`src/rtl/piso_pkg.sv`:
```
// piso_pkg: shared state encoding, default parameters and width helper for the PISO scheduler
//   no ports; imported by piso_tx_sched_if, piso_shifter and piso_tx_sched
package piso_pkg;
    typedef enum logic [1:0] {IDLE, SHIFT, GAP} state_t;
    localparam int DEF_NUM_REQ = 4;
    localparam int DEF_DATA_W = 8;
    localparam int DEF_DIV = 4;
    localparam int DEF_GAP_BITS = 1;
    function automatic int cw(input int n);
        return (n > 1) ? $clog2(n) : 1;
    endfunction
    localparam int DEF_GID_W = cw(DEF_NUM_REQ);
    localparam int DEF_BIT_W = cw(DEF_DATA_W);
    localparam int DEF_DIV_W = cw(DEF_DIV);
endpackage

```
`src/rtl/piso_tx_sched_if.sv`:
```
// piso_tx_sched_if: requester handshake and serial output bundle
//   req_valid/req_data/req_ready : per-requester valid/ready word transfer
//   ser_out/ser_en/ser_sof       : serial bit, data-bit strobe, first-bit marker
//   grant_id/busy                : owner of current/last frame, frame-in-progress
//   master = requester/pin side, slave = scheduler side
interface piso_tx_sched_if import piso_pkg::*; #(
    parameter int NUM_REQ = DEF_NUM_REQ,
    parameter int DATA_W  = DEF_DATA_W
) ();
    logic [NUM_REQ-1:0]        req_valid;
    logic [NUM_REQ*DATA_W-1:0] req_data;
    logic [NUM_REQ-1:0]        req_ready;
    logic                      ser_out;
    logic                      ser_en;
    logic                      ser_sof;
    logic [cw(NUM_REQ)-1:0]    grant_id;
    logic                      busy;
    modport master (
        output req_valid, req_data,
        input  req_ready, ser_out, ser_en, ser_sof, grant_id, busy
    );
    modport slave (
        input  req_valid, req_data,
        output req_ready, ser_out, ser_en, ser_sof, grant_id, busy
    );
endinterface

```
`src/rtl/piso_shifter.sv`:
```
// piso_shifter: parallel-load, right-shifting register with zero fill, LSB out
//   clk, rst (async active-low) ; load/data_in : parallel load ; shift_en : shift right ; sout : bit 0
module piso_shifter import piso_pkg::*; #(
    parameter int DATA_W = DEF_DATA_W
) (
    input  logic              clk,
    input  logic              rst,
    input  logic              load,
    input  logic              shift_en,
    input  logic [DATA_W-1:0] data_in,
    output logic              sout
);
    logic [DATA_W-1:0] sr;
    always_ff @(posedge clk or negedge rst) begin
        if (!rst) sr <= '0;
        else if (load) sr <= data_in;
        else if (shift_en) sr <= {1'b0, sr[DATA_W-1:1]};
    end
    assign sout = sr[0];
endmodule

```
`src/rtl/piso_tx_sched.sv`:
```
// piso_tx_sched: round-robin scheduler sharing one PISO shifter among NUM_REQ word producers
//   clk, rst (async active-low)
//   bus (slave): req_valid/req_data in, one-hot req_ready out (IDLE only),
//                ser_out/ser_en/ser_sof serial stream LSB first, grant_id, busy
module piso_tx_sched import piso_pkg::*; #(
    parameter int NUM_REQ  = DEF_NUM_REQ,
    parameter int DATA_W   = DEF_DATA_W,
    parameter int DIV      = DEF_DIV,
    parameter int GAP_BITS = DEF_GAP_BITS
) (
    input logic            clk,
    input logic            rst,
    piso_tx_sched_if.slave bus
);
    localparam int GID_W   = cw(NUM_REQ);
    localparam int BIT_W   = cw(DATA_W);
    localparam int DIV_W   = cw(DIV);
    localparam int GAP_CYC = GAP_BITS * DIV;
    localparam int GAP_W   = cw(GAP_CYC);
    state_t            state;
    logic [GID_W-1:0]  rr_ptr, win, idx, win_nxt, grant_q;
    logic [BIT_W-1:0]  bit_cnt;
    logic [DIV_W-1:0]  div_cnt;
    logic [GAP_W-1:0]  gap_cnt;
    logic [DATA_W-1:0] word;
    logic              found, div_last, bit_last, gap_last, sout;
    // first valid requester at or after rr_ptr, wrapping
    always_comb begin
        found = 1'b0;
        win = '0;
        idx = '0;
        for (int k = 0; k < NUM_REQ; k++) begin
            idx = GID_W'((int'(rr_ptr) + k) % NUM_REQ);
            if (!found && bus.req_valid[idx]) begin
                found = 1'b1;
                win = idx;
            end
        end
    end
    always_comb begin
        word = '0;
        for (int i = 0; i < NUM_REQ; i++)
            if (win == GID_W'(i)) word = bus.req_data[i*DATA_W +: DATA_W];
    end
    assign win_nxt  = (win == GID_W'(NUM_REQ - 1)) ? '0 : win + 1'b1;
    assign div_last = div_cnt == DIV_W'(DIV - 1);
    assign bit_last = bit_cnt == BIT_W'(DATA_W - 1);
    assign gap_last = gap_cnt == GAP_W'((GAP_CYC > 0) ? GAP_CYC - 1 : 0);
    always_ff @(posedge clk or negedge rst) begin
        if (!rst) begin
            state   <= IDLE;
            rr_ptr  <= '0;
            grant_q <= '0;
            bit_cnt <= '0;
            div_cnt <= '0;
            gap_cnt <= '0;
        end else begin
            case (state)
                IDLE: if (found) begin
                    state   <= SHIFT;
                    grant_q <= win;
                    rr_ptr  <= win_nxt;
                    bit_cnt <= '0;
                    div_cnt <= '0;
                end
                SHIFT: begin
                    div_cnt <= div_last ? '0 : div_cnt + 1'b1;
                    if (div_last) begin
                        bit_cnt <= bit_last ? '0 : bit_cnt + 1'b1;
                        if (bit_last) state <= (GAP_BITS > 0) ? GAP : IDLE;
                    end
                end
                GAP: begin
                    gap_cnt <= gap_last ? '0 : gap_cnt + 1'b1;
                    if (gap_last) state <= IDLE;
                end
                default: state <= IDLE;
            endcase
        end
    end
    piso_shifter #(.DATA_W(DATA_W)) u_shifter (
        .clk      (clk),
        .rst      (rst),
        .load     (state == IDLE && found),
        .shift_en (state == SHIFT && div_last),
        .data_in  (word),
        .sout     (sout)
    );
    // rst gates ready so the grant vanishes the moment reset asserts
    assign bus.req_ready = (rst && state == IDLE && found) ? NUM_REQ'(1) << win : '0;
    assign bus.ser_en    = state == SHIFT;
    assign bus.ser_out   = (state == SHIFT) && sout;
    assign bus.ser_sof   = (state == SHIFT) && bit_cnt == '0;
    assign bus.busy      = state != IDLE;
    assign bus.grant_id  = grant_q;
endmodule
```
`src/flat_wrapper.sv`:
```
// flat-port wrapper written by rule: the top's interface ports become plain ports
module piso_tx_sched_flat import piso_pkg::*;
#(
    parameter int NUM_REQ  = DEF_NUM_REQ,
    parameter int DATA_W   = DEF_DATA_W,
    parameter int DIV      = DEF_DIV,
    parameter int GAP_BITS = DEF_GAP_BITS
)
  (clk, rst, bus_req_valid, bus_req_data, bus_req_ready, bus_ser_out, bus_ser_en, bus_ser_sof, bus_grant_id, bus_busy);
  piso_tx_sched_if #(.NUM_REQ(NUM_REQ), .DATA_W(DATA_W)) bus_i ();
  input logic clk;
  input logic rst;
  input wire logic [$bits(bus_i.req_valid)-1:0] bus_req_valid;
  input wire logic [$bits(bus_i.req_data)-1:0] bus_req_data;
  output wire logic [$bits(bus_i.req_ready)-1:0] bus_req_ready;
  output wire logic [$bits(bus_i.ser_out)-1:0] bus_ser_out;
  output wire logic [$bits(bus_i.ser_en)-1:0] bus_ser_en;
  output wire logic [$bits(bus_i.ser_sof)-1:0] bus_ser_sof;
  output wire logic [$bits(bus_i.grant_id)-1:0] bus_grant_id;
  output wire logic [$bits(bus_i.busy)-1:0] bus_busy;
  assign bus_i.req_valid = bus_req_valid;
  assign bus_i.req_data = bus_req_data;
  assign bus_req_ready = bus_i.req_ready;
  assign bus_ser_out = bus_i.ser_out;
  assign bus_ser_en = bus_i.ser_en;
  assign bus_ser_sof = bus_i.ser_sof;
  assign bus_grant_id = bus_i.grant_id;
  assign bus_busy = bus_i.busy;
  piso_tx_sched #(.NUM_REQ(NUM_REQ), .DATA_W(DATA_W), .DIV(DIV), .GAP_BITS(GAP_BITS)) u_core (.clk(clk), .rst(rst), .bus(bus_i));
endmodule
```
`config.mk`:
```
export PLATFORM = sky130hd
export DESIGN_NAME = piso_tx_sched_flat
export DESIGN_NICKNAME = d
export VERILOG_FILES = /design/src/rtl/piso_pkg.sv /design/src/rtl/piso_tx_sched_if.sv /design/src/rtl/piso_shifter.sv /design/src/rtl/piso_tx_sched.sv /design/src/flat_wrapper.sv
export SDC_FILE = /design/constraint.sdc
export NUM_CORES = 1
export LEC_CHECK = 0
export CAP_MARGIN = 20
export CORE_MARGIN = 4
export CORE_UTILIZATION = 30
export DETAILED_ROUTE_END_ITERATION = 8
export GPL_ROUTABILITY_DRIVEN = 1
export HOLD_SLACK_MARGIN = 0.1
export PLACE_DENSITY_LB_ADDON = 0.3
export SLEW_MARGIN = 20
export SYNTH_ARGS = -nofsm -noshare
export SYNTH_HDL_FRONTEND = slang
export SYNTH_SLANG_ARGS = --single-unit
```
`constraint.sdc`:
```
create_clock -name clk -period 2.4 [get_ports clk]
set_clock_uncertainty 0.2 [all_clocks]
set_input_delay 0.36 -clock clk [delete_from_list [all_inputs] [get_ports clk]]
set_output_delay 0.36 -clock clk [all_outputs]
set_load 0.03 [all_outputs]
```
# After elaboration in Yosys (flattened, before gate mapping)
# Index checks and enable logic that the tools add are counted.
[op_classes] n_eq_ne=12 n_reduce_logical=22 muxes=37 shift=1 addsub=7 order_cmp=4
[op_table] op="$mux 8" count=6
[op_table] op="$mux 2" count=12
[op_table] op="$lt 2x3->1 const B" count=4
[op_table] op="$eq 2x2->1 const B" count=5
[op_table] op="$logic_and 1x1->1" count=9
[op_table] op="$mux 3" count=3
[op_table] op="$add 2x1->2 const B" count=4
[op_table] op="$bmux 1 s2" count=4
[op_table] op="$mux 1" count=8
[op_table] op="$ne 2x1->1 const B" count=4
[op_table] op="$pmux 2 s3" count=1
[op_table] op="$pmux 3 s2" count=1
[op_table] op="$reduce_bool 2->1" count=3
[op_table] op="$add 2x2->2 const B" count=2
[op_table] op="$eq 2x1->1 const B" count=2
[op_table] op="$logic_not 2->1" count=2
[op_table] op="$mux 4" count=1
[op_table] op="$pmux 2 s2" count=1
[op_table] op="$reduce_and 2->1" count=2
[op_table] op="$reduce_and 4->1" count=1
[op_table] op="$shl 1x2->4 const A" count=1
[op_table] op="$add 3x1->3 const B" count=1
[op_table] op="$eq 3x3->1 const B" count=1
[op_table] op="$logic_not 1->1" count=3
[op_table] op="2 further kinds" count=2
[word_totals] in_bits=38 word_cells=90 output_inout_bits=10 regBits=21

# Longest topological paths before layout
# Gate-level depths: netlist of run 1.
[logic_depth] word_depth=18 depth_mapped=11 depth_no_buf=9

# Hierarchy
# Synthesis of run 1 repeated with hierarchy kept, for this count alone.
[unflattened] cells_unflattened=168 area_unflattened_um2=1438.9
[by_module_without_submodules] mod="piso_tx_sched" cells_each=134 seq_area_each_um2=325.3 instances=1 area_each_um2=1069.8
[by_module_without_submodules] mod="piso_shifter" cells_each=34 seq_area_each_um2=200.2 instances=1 area_each_um2=369.1

# Worst setup path after synthesis of run 1
# OpenSTA, ideal clock, no wires.
[synth_path] path_type="input to output" start="input bus_req_valid[3]" end="output bus_req_ready[2]" required_time_ns=1.840 stages=6 n_path_buf=2 slack_ns=-0.211 arrival_time_ns=2.051 cell_sequence="or4_4 > nand2_1 > ha_1 > clkbuf_1 > clkbuf_1 > and3_1"
[synth_via] elab_chain_len=14 elab_cells_between_ends=25 classes_between="1 x shift; 17 x mux; 7 x reduce/logical"
[synth_rtl] element="start: declaration" line="flat_wrapper.sv:13" rtl="input wire logic [$bits(bus_i.req_valid)-1:0] bus_req_valid;"
[synth_rtl] element="$bmux 1 s2" line="piso_tx_sched.sv:34" rtl="if (!found && bus.req_valid[idx]) begin"
[synth_rtl] element="$mux 1 (not written as such)" line="piso_tx_sched.sv:34"
[synth_rtl] element="$mux 1" line="piso_tx_sched.sv:34"
[synth_rtl] element="$logic_not 1->1" line="piso_tx_sched.sv:34"
[synth_rtl] element="$logic_and 1x1->1" line="piso_tx_sched.sv:34"
[synth_rtl] element="$mux 1" line="piso_tx_sched.sv:34"
[synth_rtl] element="$logic_not 1->1" line="piso_tx_sched.sv:34"
[synth_rtl] element="$logic_and 1x1->1" line="piso_tx_sched.sv:34"
[synth_rtl] element="$mux 1" line="piso_tx_sched.sv:34"
[synth_rtl] element="$logic_not 1->1" line="piso_tx_sched.sv:34"
[synth_rtl] element="$logic_and 1x1->1" line="piso_tx_sched.sv:34"
[synth_rtl] element="$mux 2 / $mux 1 (equally long branches)" line="piso_tx_sched.sv:34"
[synth_rtl] element="$shl 1x2->4 / $logic_and 1x1->1 (equally long branches)" line="piso_tx_sched.sv:90" rtl="assign bus.req_ready = (rst && state == IDLE && found) ? NUM_REQ'(1) << win : '0;"
[synth_rtl] element="$mux 4 (*)" line="piso_tx_sched.sv:90"
[synth_rtl] element="end: declaration" line="flat_wrapper.sv:15" rtl="output wire logic [$bits(bus_i.req_ready)-1:0] bus_req_ready;"
# Every way passes the cells marked *; elsewhere a longest branch is shown, timed or not. The select of a mux whose other input is x is not followed.

# Worst setup path in the final report of run 1
[layout_path] start="register u_core.rr_ptr[0]" end="output bus_req_ready[0]"
[layout_via] elab_chain_len=14 elab_cells_between_ends=28 classes_between="3 x add/sub; 1 x shift; 17 x mux; 7 x reduce/logical"
[layout_rtl] element="start: declaration" line="piso_tx_sched.sv:21" rtl="logic [GID_W-1:0] rr_ptr, win, idx, win_nxt, grant_q;"
[layout_rtl] element="start signal: assignment" line="piso_tx_sched.sv:62" rtl="rr_ptr <= win_nxt;"
[layout_rtl] element="parallel branches: the longest is 13 deep, another holds $add 2x1->2"
[layout_rtl] element="$mux 4 (*)" line="piso_tx_sched.sv:90"
# Every way passes the cells marked *. The select of a mux whose other input is x is not followed.

==> reports/metrics.json, run 1 <==
{
  "chipWidth_um": 78.2,
  "cts-root-to-sink-buffers": 2,
  "layout-drive-gt1-share_pct": 38.0,
  "setup_slack_of_the_critical_path_after_layout_ns": -0.0694,
  "multi_input_comb_area_sq_um": 1040,
  "path_cells": "buf_4, buf_6, a221oi_4, nand2_4, ha_4, and3_1, buf_6",
  "routed_antenna_nets": 0,
  "drv.max_cap_violation_count": 0,
  "clkSinkCount": 21,
  "cts_made_buffers": 3,
  "num-nets-final": 303,
  "ys.warnings.count": 0,
  "total_leakage_power_nw": 1.18,
  "post-route-util_pct": 53.9,
  "core_sq_um": 4750,
  "timing.critical_path.slowest_cell_delay_ns": 0.44,
  "drt_iter0_markers": 81,
  "cts_tree": "built",
  "overflow": 0,
  "max_clock_freq_ghz": 0.405,
  "final_hold_violation_count": 0,
  "min_period_over_period_pct": 103,
  "post-layout-total-power_mw": 2.50,
  "timing.critical_path.arrival_ns": 1.91,
  "tns_ns": -0.221,
  "synth-edff-count": 0,
  "routability_congestion_estimate": 0.750,
  "drc": 0,
  "post-dp-hpwl_um": 3060,
  "cellPowerDensity_nw_per_um2": 976,
  "main_flop_type_after_synthesis": "dfrtp_1",
  "cp.required_ns": 1.84,
  "cts_max_level": 1,
  "final.min_clock_period_ns": 2.47,
  "synth_fp_nets": 224,
  "synthDominantAreaCellType": "dfrtp_1",
  "cp-end-kind": "output port",
  "initial_core_util_pct": 31.1,
  "detailroute.via_count": 1559,
  "buffer_ports.inserted": 47,
  "area_growth_pct": 73.0,
  "routed_via_density": 4.84,
  "postSynthRegisterBits": 21,
  "detail_route.first_pass.iterations": 4,
  "number_of_buffers_and_inverters_on_the_critical_path": 3,
  "slew-limit-headroom_pct": 78.7,
  "final_common_cell": "clkdlybuf4s50_1",
  "register_area_sq_um": 528,
  "worstPathMaxFanout": 5,
  "timing_worst_setup_path_type": "reg2out",
  "clk_pin_slew_worst_paths_ns": 0.08,
  "netlist-cell-type-count": 37,
  "floorplan.die_area_sq_um": 6120,
  "startpoint_type": "flop",
  "outcome": "finished, violations left",
  "postSynthAreaPerCell_sq_um": 8.36,
  "yosysSeqAreaShare_pct": 35.5,
  "report.final.slew_viol_count": 0,
  "cp_common_cell": "buf_6",
  "setup_viol": 5,
  "largest_net_degree_at_the_start_of_global_routing": 19,
  "synthArstFlopShare_pct": 100,
  "synthesis.area_sq_um": 1480,
  "wl_um": 4440,
  "cts-root-buf": "clkbuf_8",
  "globalRouteTotalUtil_pct": 14.2,
  "grt_pass1_vias": 1499,
  "final_cell_mix": "36 x clkdlybuf4s50_1, 29 x buf_4, 24 x nand2_1, 19 x dfrtp_1, 15 x inv_1",
  "post_synthesis_cells": 177,
  "floorplan.rows": 25,
  "hold_path_class": "reg2reg",
  "post_synth_main_area_contributors": "dfrtp_1 36%, ha_1 7.6%, a21oi_1 6.8%, nand2_1 6.3%, a221oi_1 4.7%",
  "failed_checks": "negative setup slack",
  "clock_latency_ns": 0.26,
  "cts_hold_buffers": 0,
  "vdd_ir_drop_max_mv": 0.482,
  "cpMaxStageDelayCell": "dfrtp_2",
  "synth_top_area_share_pct": 35.5,
  "drt-wirelength-per-cell_um": 13.8,
  "top_level_ports": 48,
  "number_of_antenna_violations_at_the_first_check_in_global_routing": 0,
  "grt_pass1_wl_um": 7040,
  "n_fill_cell": 455,
  "timing_worst_slew_pin_value_ns": 0.319,
  "grt_setup_unrepaired": "yes",
  "chipHeight_um": 78.2,
  "path_delay_family": "flip-flops",
  "num_antenna_cells": 0
}
[final timing paths]
| kind | endpoint | from | cells after the start | slack [ns] |
|---|---|---|---|---|
| max | bus_req_ready[0] | u_core.rr_ptr[0] | 7 | -0.07 |
| min | u_core.u_shifter.sr[2] | u_core.u_shifter.sr[2] | 2 | 0.29 |
| max reg2reg | u_core.u_shifter.sr[0] | u_core.rr_ptr[0] | 10 | -0.02 |
| min reg2reg | u_core.u_shifter.sr[2] | u_core.u_shifter.sr[2] | 2 | 0.29 |
| max in group asynchronous | u_core.rr_ptr[1] | rst | 2 | 1.36 |
| min in group asynchronous | u_core.u_shifter.sr[2] | rst | 2 | 0.40 |
[Yosys cell counts, types with 2 or more instances]
cell type and count:
a21oi_1 20, a221oi_1 8, and3_1 4, clkbuf_1 5, clkbuf_8 2, dfrtp_1 21, ha_1 9, inv_1 16
mux2_2 2, nand2_1 25, nand2b_1 4, nand3_1 2, nor2_1 13, nor2b_1 2, nor3_1 2, nor3b_1 2
nor4_1 2, o21ai_0 10, o21ai_2 2, o22ai_1 2, o31ai_1 8
[where the power goes]
part	switching, mW	internal, mW
Sequential	0.0920	0.480
Combinational	0.848	0.844
Clock	0.119	0.116
Total	1.06	1.44
[final cells by class]
class | count | share of cell area, %
Tap cell | 67 | 3.27
Clock buffer | 3 | 1.61
Sequential cell | 21 | 20.6
Clock inverter | 1 | 0.195
Inverter | 16 | 2.34
Timing Repair Buffer | 84 | 31.2
Multi-Input combinational cell | 130 | 40.8
[sequential cells by signal, indices dropped and copies added, names as in the netlist]
register / flops
u_core.u_shifter.sr: 8
u_core.bit_cnt: 3
u_core.bus.grant_id: 2
u_core.div_cnt: 2
u_core.gap_cnt: 2
u_core.rr_ptr: 2
u_core.state: 2
[tightest hold or removal path, delay by kind of cell, from the launching register on]
| family | cells | cell delay [ns] |
|---|---|---|
| flip-flops | 1 | 0.35 |
| AO/OA/AOI/OAI | 1 | 0.05 |
| AND/OR/NAND/NOR | 1 | 0.05 |
[cell families after synthesis]
logic type / synth area share, %
AO/OA/AOI/OAI: 26.2
adder cells (fa/ha/maj): 7.61
buffers and inverters: 8.96
flip-flops: 35.5
multiplexers: 1.52
AND/OR/NAND/NOR: 20.2
[what timing repair did]
action	4_1_cts	5_1_grt
setup buffers	13	6
endpoints found under the setup margin	14	13
gates resized for setup	43	36
pin swaps	11	17
cloned	0	0
[per-layer routing]
layer  track usage (%)  wire length (um)  share of wire, %  vias to the layer above
met3              1.83               158               3.6                        4
met4              4.20                21              0.47                        0
li1                  -                 -                 -                      782
met5                 0                 0                 0                        -
met1              19.2              2090                47                      736
met2              23.5              2170                49                       37
[through the flow]
stage	hold WS, ns	setup WS [ns]	std cells	area [sq um]
floorplan	-0.136	-0.0613	177	1490
global route	0.316	-0.135	322	2560
detailed placement	0.273	-0.584	300	2120
finish	0.288	-0.0694	322	2560
global placement	0.264	-0.565	300	2120
CTS	0.291	0.0000137	317	2400
No activity file was read; power rests on OpenSTA's default activity.
==> inputs of run 2 (changes only) <==
--- a/config.mk
+++ b/config.mk
@@ -8,6 +8,7 @@
 export CAP_MARGIN = 20
 export CORE_MARGIN = 4
 export CORE_UTILIZATION = 30
+export CTS_CLUSTER_SIZE = 8
 export DETAILED_ROUTE_END_ITERATION = 8
 export GPL_ROUTABILITY_DRIVEN = 1
 export HOLD_SLACK_MARGIN = 0.1
==> constraint.sdc (replaced) <==
create_clock -name clk -period 3.06 [get_ports clk]
set_clock_uncertainty 0.2 [all_clocks]
set_input_delay 0.459 -clock clk [delete_from_list [all_inputs] [get_ports clk]]
set_output_delay 0.459 -clock clk [all_outputs]
set_load 0.03 [all_outputs]
==> reports/metrics.json, run 2 (synthesized netlist as in run 1, its figures left out) <==
{
  "timing.critical_path.arrival": {"value": 2.32, "unit": "ns", "change": "+0.41 ns"},
  "r2r-end": "u_core.u_shifter.sr[5]",
  "r2r-start": "u_core.rr_ptr[0]",
  "startpoint_type": "input port",
  "layout-drive-gt1-share": {"value": 16.3, "unit": "%", "change": "-22 points"},
  "final_cell_mix": "43 x clkdlybuf4s50_1, 25 x nand2_1, 21 x dfrtp_1, 20 x a21oi_1, 18 x buf_4",
  "total_leakage_power": {"value": 1.01, "unit": "nW", "change": "-15%"},
  "final.min_clock_period_ns": 2.98,
  "reg2reg_setup_slack": {"value": 0.43, "unit": "ns", "change": "+0.45 ns"},
  "floorplan.rows": {"value": 25, "change": "unchanged"},
  "postLayoutCellArea": {"value": 2160, "unit": "sq um", "change": "-16%"},
  "num-nets-final": {"value": 281, "change": "-7.3%"},
  "cts-root-buf": "clkbuf_8",
  "worst-r2r-cell-count": {"value": 10, "change": "unchanged"},
  "setup_viol": {"value": 0, "change": "-5"},
  "biggestRegsByFlops": "u_core.u_shifter.sr: 8 flops, u_core.bit_cnt: 3 flops",
  "routed_via_density": {"value": 4.70, "change": "-2.9%"},
  "cellPowerDensity": {"value": 703, "unit": "nW/um^2", "change": "-28%"},
  "cts_max_level": {"value": 1, "change": "unchanged"},
  "largest_net_degree_at_the_start_of_global_routing": {"value": 22, "change": "+3"},
  "final_hold_violation_count": {"value": 0, "change": "unchanged"},
  "area_growth_pct": 45.7,
  "cp-end-kind": "output port",
  "core": {"value": 4750, "unit": "sq um", "change": "unchanged"},
  "dp.cells": {"value": 296, "change": "-1.3%"},
  "min_period_over_period_pct": 97.4,
  "final_common_cell": "clkdlybuf4s50_1",
  "hold_path_class": "reg2reg",
  "fin_cells": {"value": 300, "change": "-6.8%"},
  "clock_latency": {"value": 0.26, "unit": "ns", "change": "about the same"},
  "drt_iter0_markers": {"value": 52, "change": "-36%"},
  "initial_core_util": {"value": 31.1, "unit": "%", "change": "unchanged"},
  "clkSinkCount": {"value": 21, "change": "unchanged"},
  "chipWidth": {"value": 78.2, "unit": "um", "change": "unchanged"},
  "vdd_ir_drop_max": {"value": 0.384, "unit": "mV", "change": "-20%"},
  "sink_of_the_worst_hold_path": "u_core.u_shifter.sr[3]",
  "detail_route.first_pass.iterations": {"value": 4, "change": "unchanged"},
  "cts_tree": "built",
  "tns": {"value": 0, "unit": "ns", "change": "+0.221 ns"},
  "wl": {"value": 3880, "unit": "um", "change": "-13%"},
  "detailroute.via_count": {"value": 1411, "change": "-9.5%"},
  "grt_pass1_vias": {"value": 1361, "change": "-9.2%"},
  "worstHoldPathCells": {"value": 2, "change": "unchanged"},
  "floorplan.die_area": {"value": 6120, "unit": "sq um", "change": "unchanged"},
  "drc": {"value": 0, "change": "unchanged"},
  "max_clock_freq_ghz": 0.336,
  "routability_congestion_estimate": {"value": 0.798, "change": "+6.4%"},
  "drt-wirelength-per-cell": {"value": 12.9, "unit": "um", "change": "-6.4%"},
  "clk_pin_slew_worst_paths": {"value": 0.07, "unit": "ns", "change": "about the same"},
  "hp-start": "u_core.u_shifter.sr[3]",
  "cp.required": {"value": 2.40, "unit": "ns", "change": "+0.56 ns"},
  "overflow": {"value": 0, "change": "unchanged"},
  "report.final.slew_viol_count": {"value": 0, "change": "unchanged"},
  "outcome": "complete, no violations",
  "num_antenna_cells": {"value": 0, "change": "unchanged"},
  "top_level_ports": {"value": 48, "change": "unchanged"},
  "largest_register_ff_count": {"value": 8, "change": "unchanged"},
  "chipHeight": {"value": 78.2, "unit": "um", "change": "unchanged"},
  "worstPathMaxFanout": {"value": 4, "change": "-1"},
  "post-dp-hpwl": {"value": 3110, "unit": "um", "change": "+1.6%"},
  "grt_setup_unrepaired": "no",
  "cts_made_buffers": {"value": 3, "change": "unchanged"},
  "placed_area": {"value": 2080, "unit": "sq um", "change": "-2.2%"},
  "cts-root-to-sink-buffers": {"value": 2, "change": "unchanged"},
  "number_of_antenna_violations_at_the_first_check_in_global_routing": {"value": 0, "change": "unchanged"},
  "globalRouteTotalUtil": {"value": 12.6, "unit": "%", "change": "-1.5 points"},
  "buffer_ports.inserted": {"value": 47, "change": "unchanged"},
  "timing_worst_slew_pin_value": {"value": 0.569, "unit": "ns", "change": "+0.250 ns"},
  "grt_pass1_wl": {"value": 6200, "unit": "um", "change": "-12%"},
  "routed_antenna_nets": {"value": 0, "change": "unchanged"},
  "n_fill_cell": {"value": 492, "change": "+8.1%"},
  "most_flops_register": "u_core.u_shifter.sr",
  "timing_worst_setup_path_type": "in2out",
  "drv.max_cap_violation_count": {"value": 0, "change": "unchanged"},
  "slew-limit-headroom": {"value": 62.0, "unit": "%", "change": "-17 points"}
}
-- run 2: changes by cell type in the layout (fill, tap and decap cells not counted), moves of 4 or more --
cell and change:
clkdlybuf4s50_1 +7, a221oi_1 +7, a21oi_2 -9, o21ai_0 +7, buf_6 -8, o21ai_2 -4
a21oi_1 +11, a221oi_2 -6, buf_4 -11
-- run 2: metrics by stage --
stage | setup slack (ns) | utilization (%) | power (mW) | hold slack [ns]
after floorplan | 0.251 | - | 1.01 | -0.0366
after global placement | -0.0293 | 43.7 | 1.29 | 0.262
after detailed placement | -0.0294 | 43.7 | 1.31 | 0.270
after CTS | 0.0606 | 44.8 | 1.49 | 0.288
after global routing | 0.0186 | 45.4 | 1.66 | 0.307
final | 0.0797 | 45.4 | 1.52 | 0.288
-- run 2: worst max-delay path by stage --
stage                startpoint                     end  slack, ns  cells past startpoint
3_3_place_gp   bus_req_valid[3]  u_core.u_shifter.sr[2]      -0.03                      9
4_1_cts        bus_req_valid[3]        bus_req_ready[0]       0.06                      7
3_5_place_dp   bus_req_valid[3]        bus_req_ready[1]      -0.03                      7
6_report       bus_req_valid[2]        bus_req_ready[2]       0.08                      7
5_1_grt        bus_req_valid[3]        bus_req_ready[2]       0.02                      7
2_1_floorplan  bus_req_valid[3]        bus_req_ready[2]       0.25                      6
-- run 2: layout make-up --
cell class / count / area [sq um] / share of cell area (%)
clock buffers: 3 / 41.3 / 1.91
inverters: 16 / 60.1 / 2.78
flip-flops and latches: 21 / 526 / 24.4
repair buffers: 62 / 586 / 27.1
multi-input cells: 130 / 856 / 39.7
clock inverters: 1 / 5.00 / 0.232
well taps: 67 / 83.8 / 3.89
-- run 2: report_power, final --
part | leakage [nW] | internal [mW] | switching (mW)
combinational | 0.711 | 0.413 | 0.471
sequential | 0.270 | 0.374 | 0.0787
clock | 0.0255 | 0.0906 | 0.0896
-- run 2: worst max-delay path: stages --
cell	delay, ns
clkdlybuf4s50_1	0.48
buf_4	0.17
or4_4	0.51
nand2_1	0.15
ha_1	0.23
and3_1	0.16
buf_4	0.16
-- run 2: per-layer routing --
metal | wire length [um] | GRT usage (%)
met5 | 0 | 0
met4 | 36 | 3.15
met3 | 105 | 2.18
met2 | 1840 | 20.3
met1 | 1900 | 17.5
-- run 2: timing repair --
action                     CTS  global route
hold buffers                 0             0
setup endpoints to repair    2             3
setup buffers                0             0
resized for setup            2             4
==> inputs of run 3 (changes only) <==
--- a/config.mk
+++ b/config.mk
@@ -5,12 +5,12 @@
 export SDC_FILE = /design/constraint.sdc
 export NUM_CORES = 1
 export LEC_CHECK = 0
-export CAP_MARGIN = 20
 export CORE_MARGIN = 4
 export CORE_UTILIZATION = 30
 export CTS_CLUSTER_SIZE = 8
 export DETAILED_ROUTE_END_ITERATION = 8
 export GPL_ROUTABILITY_DRIVEN = 1
+export GPL_TIMING_DRIVEN = 0
 export HOLD_SLACK_MARGIN = 0.1
 export PLACE_DENSITY_LB_ADDON = 0.3
 export SLEW_MARGIN = 20
==> reports/metrics.json, run 3 (synthesized netlist as in run 1, its figures left out) <==
{
  "source_of_the_critical_timing_path": "u_core.rr_ptr[0]",
  "wl": {"value": 4060, "unit": "um", "change": "+4.9%"},
  "path_cells": "nand2b_1, a21oi_1, a221o_1, nor2_2, ha_2, clkbuf_4, and3_1, buf_4",
  "cts_tree": "built",
  "cp-end-kind": "output port",
  "chipWidth": {"value": 78.2, "unit": "um", "change": "unchanged"},
  "routed_antenna_nets": {"value": 0, "change": "unchanged"},
  "buffer_ports.inserted": {"value": 47, "change": "unchanged"},
  "cts_made_buffers": {"value": 3, "change": "unchanged"},
  "worstPathMaxFanout": {"value": 10, "change": "+6"},
  "routed_via_density": {"value": 5.01, "change": "+6.5%"},
  "drt_iter0_markers": {"value": 94, "change": "+81%"},
  "timing_worst_slew_pin_value": {"value": 0.541, "unit": "ns", "change": "-0.0275 ns"},
  "grt_pass1_wl": {"value": 6600, "unit": "um", "change": "+6.6%"},
  "cts-root-buf": "clkbuf_8",
  "globalRouteTotalUtil": {"value": 13.3, "unit": "%", "change": "+0.68 points"},
  "clkSinkCount": {"value": 21, "change": "unchanged"},
  "drv.max_cap_violation_count": {"value": 0, "change": "unchanged"},
  "fin_hold_ws": {"value": 0.282, "unit": "ns", "change": "-0.00511 ns"},
  "critical_path_capture_point": "bus_req_ready[1]",
  "chipHeight": {"value": 78.2, "unit": "um", "change": "unchanged"},
  "r2r-end": "u_core.u_shifter.sr[6]",
  "clock_latency": {"value": 0.27, "unit": "ns", "change": "about the same"},
  "drt-wirelength-per-cell": {"value": 13.8, "unit": "um", "change": "+6.7%"},
  "total_leakage_power": {"value": 1.02, "unit": "nW", "change": "+1.6%"},
  "outcome": "complete, no violations",
  "n_fill_cell": {"value": 471, "change": "-4.3%"},
  "grt_pass1_vias": {"value": 1346, "change": "-1.1%"},
  "num-nets-final": {"value": 276, "change": "-1.8%"},
  "cts_max_level": {"value": 1, "change": "unchanged"},
  "biggestRegsByFlops": "u_core.u_shifter.sr: 8 flops, u_core.bit_cnt: 3 flops",
  "final.min_clock_period": {"value": 2.80, "unit": "ns", "change": "-0.182 ns"},
  "largest_net_degree_at_the_start_of_global_routing": {"value": 26, "change": "+18%"},
  "detail_route.first_pass.iterations": {"value": 4, "change": "unchanged"},
  "slew-limit-headroom": {"value": 63.9, "unit": "%", "change": "+2.0 points"},
  "worst-r2r-cell-count": {"value": 10, "change": "unchanged"},
  "detailroute.via_count": {"value": 1477, "change": "+4.7%"},
  "core": {"value": 4750, "unit": "sq um", "change": "unchanged"},
  "timing.critical_path.slowest_cell_delay": {"value": 0.44, "unit": "ns", "change": "-0.07 ns"},
  "largest_register_ff_count": {"value": 8, "change": "unchanged"},
  "clk_pin_slew_worst_paths": {"value": 0.08, "unit": "ns", "change": "about the same"},
  "vdd_ir_drop_max": {"value": 0.302, "unit": "mV", "change": "-21%"},
  "grt_setup_unrepaired": "no",
  "routability_congestion_estimate": {"value": 0.814, "change": "+2.1%"},
  "hp-start": "u_core.u_shifter.sr[3]",
  "top_level_ports": {"value": 48, "change": "unchanged"},
  "reg2reg_setup_slack": {"value": 0.51, "unit": "ns", "change": "+0.08 ns"},
  "number_of_antenna_violations_at_the_first_check_in_global_routing": {"value": 0, "change": "unchanged"},
  "max_clock_freq": {"value": 0.357, "unit": "GHz", "change": "+6.5%"},
  "cpMaxStageDelayCell": "dfrtp_1",
  "layout-drive-gt1-share": {"value": 17.5, "unit": "%", "change": "+1.2 points"},
  "report.final.slew_viol_count": {"value": 0, "change": "unchanged"},
  "hold_path_class": "reg2reg",
  "min_period_over_period": {"value": 91.4, "unit": "%", "change": "-6.0 points"},
  "r2r-start": "u_core.rr_ptr[0]",
  "final_hold_violation_count": {"value": 0, "change": "unchanged"},
  "initial_core_util": {"value": 31.1, "unit": "%", "change": "unchanged"},
  "most_flops_register": "u_core.u_shifter.sr",
  "floorplan.rows": {"value": 25, "change": "unchanged"},
  "setup_viol": {"value": 0, "change": "unchanged"},
  "overflow": {"value": 0, "change": "unchanged"},
  "cellPowerDensity": {"value": 711, "unit": "nW/um^2", "change": "+1.2%"},
  "drc": {"value": 0, "change": "unchanged"},
  "startpoint_type": "flop",
  "cp.required": {"value": 2.40, "unit": "ns", "change": "about the same"},
  "final_common_cell": "clkdlybuf4s50_1",
  "timing_worst_setup_path_type": "reg2out",
  "final_cell_mix": "38 x clkdlybuf4s50_1, 24 x nand2_1, 21 x dfrtp_1, 20 x a21oi_1, 16 x inv_1",
  "num_antenna_cells": {"value": 0, "change": "unchanged"},
  "post-route-util": {"value": 45.5, "unit": "%", "change": "+0.13 points"},
  "timing.critical_path.arrival": {"value": 2.14, "unit": "ns", "change": "-0.18 ns"},
  "post-dp-hpwl": {"value": 3080, "unit": "um", "change": "-0.90%"},
  "cts-root-to-sink-buffers": {"value": 2, "change": "unchanged"},
  "area_growth_pct": 46.2,
  "floorplan.die_area": {"value": 6120, "unit": "sq um", "change": "unchanged"}
}
[run 3: cell types whose count changed in the layout (fill, tap and decap cells not counted), sizes merged]
cell,delta
buf,-9
clkbuf,+3
clkdlybuf4s18,+1
clkdlybuf4s50,-5
dlygate4sd3,+1
dlymetal6s2s,+4
[run 3: metrics by stage]
stage	setup WS (ns)	instance area, sq um	TNS (ns)	power [mW]	std cells
after floorplan	0.251	1480	0	1.01	177
after global placement	-1.08	2030	-6.87	1.26	291
after detailed placement	-1.06	2030	-6.68	1.27	291
after CTS	-0.0394	2130	-0.0694	1.52	295
after global routing	0.136	2160	0	1.68	295
final	0.262	2160	0	1.54	295
[run 3: where the power goes]
part	switching [mW]	internal (mW)
clock	0.0947	0.0909
sequential	0.0788	0.374
combinational	0.490	0.411
[run 3: cell type report]
class / instances / area (sq um) / share of cell area [%]
multi-input cells: 130 / 882 / 40.8
flip-flops and latches: 21 / 526 / 24.3
repair buffers: 52 / 508 / 23.5
well taps: 67 / 83.8 / 3.88
inverters: 16 / 60.1 / 2.78
plain buffers: 5 / 57.6 / 2.66
clock buffers: 3 / 41.3 / 1.91
clock inverters: 1 / 5.00 / 0.231
[run 3: worst max-delay path, delay by kind of cell (launching register included)]
kind            cells  cell delay [ns]
compound gates      2             0.40
buf+inv             2             0.34
simple gates        3             0.49
flops               1             0.44
fa+ha+maj           1             0.20
[run 3: repair_timing]
action,4_1_cts,5_1_grt
setup buffers,4,0
resized for setup,31,13
pin swaps,4,0
endpoints found under the hold margin,0,21
hold buffers,0,1
setup endpoints to repair,11,4
[run 3: worst min path at each step]
stage	endpoint	slack (ns)	cells after the start
2_1_floorplan	u_core.bit_cnt[0]	-0.04	0
3_3_place_gp	u_core.u_shifter.sr[0]	0.26	2
3_5_place_dp	u_core.u_shifter.sr[4]	0.27	2
4_1_cts	u_core.u_shifter.sr[4]	0.29	2
5_1_grt	u_core.u_shifter.sr[5]	0.32	2
6_report	u_core.u_shifter.sr[3]	0.28	2
[run 3: per-layer routing]
metal	wire, um	global-route usage, %	share of wire [%]	vias to the layer above
met5	0	0	0	-
met4	55	2.62	1.4	0
met3	162	2.29	4.0	6
met2	2020	21.1	50	32
met1	1830	19.0	45	710
li1	-	-	-	729
